===== config.mk =====
export PLATFORM = sky130hd
export DESIGN_NAME = guess_game_ctrl
export DESIGN_NICKNAME = d
export VERILOG_FILES = /design/src/rtl/guess_pkg.sv /design/src/rtl/btn_sync_edge.sv /design/src/rtl/guess_game_ctrl.sv
export SDC_FILE = /design/constraint.sdc
export NUM_CORES = 1
export LEC_CHECK = 0
export CORE_MARGIN = 2
export CORE_UTILIZATION = 59
export CTS_CLUSTER_DIAMETER = 50
export DETAILED_ROUTE_END_ITERATION = 7
export PLACE_DENSITY = 0.81
export SYNTH_ARGS = -nofsm -noshare
export SYNTH_HDL_FRONTEND = slang
export SYNTH_HIERARCHICAL = 1
export SYNTH_SLANG_ARGS = --single-unit

===== constraint.sdc =====
create_clock -name clk -period 4.1 [get_ports clk]
set_input_delay 0.82 -clock clk [delete_from_list [all_inputs] [get_ports clk]]
set_output_delay 0.82 -clock clk [all_outputs]
set_load 0.02 [all_outputs]

===== src/rtl/guess_pkg.sv =====
// Shared types and widths for the guessing-game controller.
// Used by guess_game_ctrl and btn_sync_edge.
package guess_pkg;

  localparam int BTN_W   = 4;
  localparam int LVL_W   = 3;
  localparam int SCORE_W = 8;
  localparam int MISS_W  = 4;

  typedef enum logic [2:0] {
    IDLE,
    CLEAR,
    PLAY,
    RESULT,
    OVER
  } state_e;

endpackage


===== src/rtl/btn_sync_edge.sv =====
// Button path: 2-flop synchronizer, optional debounce, rising-edge detect.
// Debounce is compiled in with GUESS_GAME_CTRL_DEBOUNCE_EN.
module btn_sync_edge
  import guess_pkg::*;
#(
  parameter int W               = BTN_W,
  parameter int DEBOUNCE_CYCLES = 500000
) (
  input  logic         clk_i,
  input  logic         rst_i,
  input  logic [W-1:0] btn_i,
  output logic [W-1:0] rise_o
);

  logic [W-1:0] s1_q, s2_q;
  logic [W-1:0] lvl;
  logic [W-1:0] prev_q;

  always_ff @(posedge clk_i) begin
    if (rst_i) begin
      s1_q <= '0;
      s2_q <= '0;
    end else begin
      s1_q <= btn_i;
      s2_q <= s1_q;
    end
  end

`ifdef GUESS_GAME_CTRL_DEBOUNCE_EN
  localparam int DW = $clog2(DEBOUNCE_CYCLES + 1);

  logic [W-1:0] db_q;

  // Each bit flips only after DEBOUNCE_CYCLES consecutive disagreeing samples.
  for (genvar g = 0; g < W; g++) begin : g_db
    logic [DW-1:0] cnt_q;
    always_ff @(posedge clk_i) begin
      if (rst_i) begin
        cnt_q   <= '0;
        db_q[g] <= 1'b0;
      end else if (s2_q[g] == db_q[g]) begin
        cnt_q   <= '0;
      end else if (cnt_q == DW'(DEBOUNCE_CYCLES - 1)) begin
        cnt_q   <= '0;
        db_q[g] <= s2_q[g];
      end else begin
        cnt_q   <= cnt_q + 1'b1;
      end
    end
  end

  assign lvl = db_q;
`else
  assign lvl = s2_q;
`endif

  always_ff @(posedge clk_i) begin
    if (rst_i) prev_q <= '0;
    else       prev_q <= lvl;
  end

  assign rise_o = lvl & ~prev_q;

endmodule


===== src/rtl/guess_game_ctrl.sv =====
// Game sequencer: paces the guessing FSM, latches guesses, keeps score.
// Define GUESS_GAME_CTRL_DEBOUNCE_EN to add per-button debounce.
module guess_game_ctrl
  import guess_pkg::*;
#(
  parameter int TICK_BASE       = 25000000,
  parameter int RESULT_HOLD     = 4,
  parameter int MAX_MISSES      = 3,
  parameter int DEBOUNCE_CYCLES = 500000
) (
  input  logic               clk,
  input  logic               rst,
  input  logic [BTN_W-1:0]   btn,
  input  logic               start,
  input  logic               fsm_win,
  input  logic               fsm_lose,
  output logic               fsm_en,
  output logic               fsm_rst,
  output logic [BTN_W-1:0]   fsm_b,
  output logic [LVL_W-1:0]   level,
  output logic [SCORE_W-1:0] score,
  output logic [MISS_W-1:0]  misses,
  output logic               busy,
  output logic               game_over
);

  localparam int CW = $clog2(TICK_BASE + 1);
  localparam int HW = $clog2(RESULT_HOLD + 1);

  state_e             state_q, state_d;
  logic [CW-1:0]      cnt_q, cnt_d;
  logic [HW-1:0]      hold_q, hold_d;
  logic [BTN_W-1:0]   pend_q, pend_d;
  logic [LVL_W-1:0]   level_q, level_d;
  logic [SCORE_W-1:0] score_q, score_d;
  logic [MISS_W-1:0]  miss_q, miss_d;
  logic [BTN_W-1:0]   rise;
  logic [CW-1:0]      period;
  logic               tick;

  btn_sync_edge #(
    .W               (BTN_W),
    .DEBOUNCE_CYCLES (DEBOUNCE_CYCLES)
  ) u_btn (
    .clk_i  (clk),
    .rst_i  (rst),
    .btn_i  (btn),
    .rise_o (rise)
  );

  assign period = CW'(TICK_BASE >> level_q);
  assign tick   = (cnt_q == period - CW'(1));

  always_comb begin
    state_d   = state_q;
    cnt_d     = cnt_q;
    hold_d    = hold_q;
    pend_d    = pend_q;
    level_d   = level_q;
    score_d   = score_q;
    miss_d    = miss_q;
    fsm_en    = 1'b0;
    fsm_rst   = 1'b0;
    fsm_b     = '0;
    busy      = 1'b0;
    game_over = 1'b0;
    unique case (state_q)
      IDLE: begin
        fsm_rst = 1'b1;
        if (start) begin
          state_d = CLEAR;
          level_d = '0;
          score_d = '0;
          miss_d  = '0;
        end
      end
      CLEAR: begin
        fsm_rst = 1'b1;
        busy    = 1'b1;
        cnt_d   = '0;
        hold_d  = '0;
        pend_d  = '0;
        state_d = PLAY;
      end
      PLAY: begin
        busy   = 1'b1;
        fsm_en = tick;
        cnt_d  = tick ? '0 : cnt_q + 1'b1;
        // A press landing in the step cycle starts the next guess.
        fsm_b  = tick ? pend_q : '0;
        pend_d = tick ? rise : (pend_q | rise);
        if (fsm_win) begin
          state_d = RESULT;
          cnt_d   = '0;
          hold_d  = '0;
          if (score_q != '1) score_d = score_q + 1'b1;
          if (level_q != '1) level_d = level_q + 1'b1;
        end else if (fsm_lose) begin
          state_d = RESULT;
          cnt_d   = '0;
          hold_d  = '0;
          miss_d  = miss_q + 1'b1;
        end
      end
      RESULT: begin
        busy  = 1'b1;
        cnt_d = tick ? '0 : cnt_q + 1'b1;
        if (tick) begin
          if (hold_q == HW'(RESULT_HOLD - 1)) begin
            if (miss_q == MISS_W'(MAX_MISSES)) state_d = OVER;
            else                               state_d = CLEAR;
          end else begin
            hold_d = hold_q + 1'b1;
          end
        end
      end
      OVER: begin
        game_over = 1'b1;
        if (start) begin
          state_d = CLEAR;
          level_d = '0;
          score_d = '0;
          miss_d  = '0;
        end
      end
      default: state_d = IDLE;
    endcase
  end

  always_ff @(posedge clk) begin
    if (rst) begin
      state_q <= IDLE;
      cnt_q   <= '0;
      hold_q  <= '0;
      pend_q  <= '0;
      level_q <= '0;
      score_q <= '0;
      miss_q  <= '0;
    end else begin
      state_q <= state_d;
      cnt_q   <= cnt_d;
      hold_q  <= hold_d;
      pend_q  <= pend_d;
      level_q <= level_d;
      score_q <= score_d;
      miss_q  <= miss_d;
    end
  end

  assign level  = level_q;
  assign score  = score_q;
  assign misses = miss_q;

endmodule

==> flow_metrics.py <==
metrics = {
    "status": {
        "outcome": "completed",
    },
    "finish": {
        "drive_above_1_share_pct": 13.6,
        "nets": 543,
        "layout_common_cells": "62 x dfxtp_1, 55 x nand2_1, 44 x nor2_1",
        "mostFrequentLayoutCell": "dfxtp_1",
        "areaGrowthSynthToFinish_pct": 16.8,
        "n_antenna_cell": 0,
    },
    "power_and_ir_drop": {
        "pwr-share-clk_pct": 42.5,
        "net-switching-power_uw": 411,
        "swShare_pct": 28.0,
        "internal_power_uw": 1060,
        "power_frac_comb_pct": 14.8,
        "seqPwrFrac_pct": 42.6,
        "p_leak_uw": 0.00178,
        "ir_worst_vdd_mv": 0.367,
        "power_density_mw_per_mm2": 317,
    },
    "synth": {
        "synthFlopType": "dfxtp_1",
        "synth_top_area_cell": "dfxtp_1",
        "synth_edf_count": 0,
        "yosysSeqAreaShare_pct": 31.3,
        "syn_avg_cell_area_um2": 8.26,
        "synth_area_leaders": "dfxtp_1 31%, ha_1 5.4%, nand2_1 5.2%, nor2_1 4.2%, xnor2_1 3.3%",
        "synth_nets": 507,
        "ys_types": 67,
        "synthCells": 481,
        "synth-seq-cells": 62,
        "ys_warn_count": 6,
        "netlist_area_mm2": 0.00397,
        "postSynth.asyncResetShare_pct": 0,
        "synth_top_area_share_pct": 31.3,
    },
    "clocking": {
        "cts_made_buffers": 9,
        "clock_path_buffers": 2,
        "clkLatencyLatePin_ns": 0.35,
        "postCtsHoldBufs": 0,
        "clockRootBuffer": "clkbuf_8",
        "cts_tree": "yes",
        "clock_sinks": 62,
        "clk_pin_slew_ns": 0.07,
        "htreeDepth": 3,
        "postCtsSetupRepairBufs": 0,
    },
    "timing": {
        "finalCriticalPeriod_ns": 3.95,
        "setup_violations": 0,
        "skew_ns": 0.00665,
        "whs_ns": 0.447,
        "slew_viol_final": 0,
        "fin_tns_setup_ns": 0,
        "rsz0062_at_grt": "no",
        "finalHoldViolations": 0,
        "finalCritPeriodShare_pct": 96.3,
        "clock.fmax_ghz": 0.253,
        "slew_headroom_pct": 32.5,
        "worst_pin_slew_ns": 1.01,
    },
    "worst_setup_path": {
        "worstPathMaxFanout": 5,
        "startpoint_type": "register",
        "cp.arrival_ns": 3.13,
        "crit_required_ns": 3.28,
        "crit_type": "reg2out",
        "endpoint_kind": "primary output",
    },
    "global_route": {
        "first_global_vias": 3562,
        "grt_pass1_wl_mm": 16.8,
        "grt_max_degree": 23,
        "antenna_found_initial": 0,
        "overflow": 0,
        "grtUsageTotal_pct": 28.7,
    },
    "routing": {
        "wl_met3_um": 703,
        "dr_wl_met2_mm": 5.02,
        "post_drt_via_cell_ratio": 6.26,
        "routedWlPerCell_um": 17.1,
        "ant_nets": 0,
        "m1WireLength_mm": 4.30,
        "vias": 3748,
        "drt_pre_antenna_iters": 6,
        "drt_wl_total_mm": 10.3,
        "top_layer": "met4",
        "drt_iter0_drc": 436,
        "drc_errors": 0,
    },
    "placement": {
        "place.gp.congestion": 0.936,
        "place_hpwl_mm": 7.13,
        "io_buffer_count": 31,
    },
    "die": {
        "core_mm2": 0.00642,
        "die-area_mm2": 0.00740,
        "row_count": 29,
        "die-width_um": 86.0,
        "die_height_um": 86.0,
        "ios": 32,
        "start_util_pct": 61.8,
    },
    "worst_hold_path": {
        "hp-class": "reg2reg",
    },
    "flow_run": {
        "maxCapViolCount": 0,
    },
}
[synth_stat cells, drive strengths merged (8+ instances only)]
library cell and number:
a21oi 14, and3 12, buf 14, clkbuf 14, dfxtp 62, ha 17, inv 8, nand2 55
nand2b 10, nand3 9, nand3b 8, nor2 44, nor2b 23, nor3 20, nor4 8, o21ai 13
o31ai 10, xnor2 15, xor2 15
[metal layers]
layer	track usage [%]	vias up
met5	0	-
met4	12.3	0
met3	6.35	22
met2	47.4	144
met1	35.8	1768
li1	-	1814
[cell families (layout without fill, tap and decap cells)]
| logic type | count (synthesis) | in the layout | synth area share, % |
|---|---|---|---|
| AND/OR/NAND/NOR | 230 | 230 | 31.9 |
| flip-flops | 62 | 62 | 31.3 |
| AO/OA/AOI/OAI | 96 | 96 | 17.9 |
| buffers and inverters | 38 | 79 | 4.60 |
| multiplexers | 7 | 7 | 1.76 |
| adder cells (fa/ha/maj) | 17 | 17 | 5.36 |
| XOR/XNOR | 31 | 31 | 7.18 |
[power groups by stage]
stage / Clock [µW] / Combinational (µW) / Sequential (µW)
2_1_floorplan: 0 / 137 / 643
3_3_place_gp: 0 / 204 / 640
3_5_place_dp: 0 / 210 / 640
4_1_cts: 633 / 213 / 626
5_1_grt: 656 / 237 / 629
6_report: 625 / 218 / 627
[cell type report]
| class | instances | area (µm²) |
|---|---|---|
| flip-flops and latches | 62 | 1240 |
| multi-input cells | 381 | 2580 |
| well taps | 77 | 96.3 |
| repair buffers | 53 | 454 |
| fillers | 505 | 1780 |
| clock inverters | 7 | 105 |
| clock buffers | 9 | 124 |
| inverters | 10 | 37.5 |
[registers in the layout, indices dropped and copies added (netlist names)]
signal	cells
pend_q	4
score	8
misses	4
cnt_q	25
level	3
state_q	3
u_btn/prev_q	4
u_btn/s1_q	4
hold_q	3
u_btn/lvl	4
[through the flow]
stage	area (µm²)	std cells	power, µW	util (%)	setup WS (ns)
floorplan	3970	481	780	-	0.158
finish	4640	599	1470	72.2	0.152
global placement	4400	583	844	68.5	0.144
detailed placement	4400	583	851	68.5	0.0414
CTS	4620	599	1470	72.0	0.0110
global route	4640	599	1520	72.2	0.0137
[final timing paths]
check,endpoint,slack [ns],start,cells past startpoint
setup reg to reg,cnt_q[24],0.58,level[0],11
hold / removal,u_btn/lvl[0],0.45,u_btn/s1_q[0],1
setup / recovery,fsm_en,0.15,level[1],11
hold reg to reg,u_btn/lvl[0],0.45,u_btn/s1_q[0],1
[repair_timing]
action / 4_1_cts / 5_1_grt
pin swaps: 0 / 1
setup endpoints to repair: 5 / 5
gates resized for setup: 7 / 12
hold endpoints to repair: 0 / 0
[critical path, stage by stage (launching register included)]
cell	delay, ns
dfxtp_1	0.34
inv_1	0.13
ha_1	0.20
nand2_1	0.07
ha_1	0.23
xor2_2	0.17
or3_1	0.40
a2111oi_4	0.32
nand2_1	0.11
nor3_1	0.22
and3_4	0.25
dlygate4sd2_1	0.34
No activity file was read; power rests on OpenSTA's default activity.
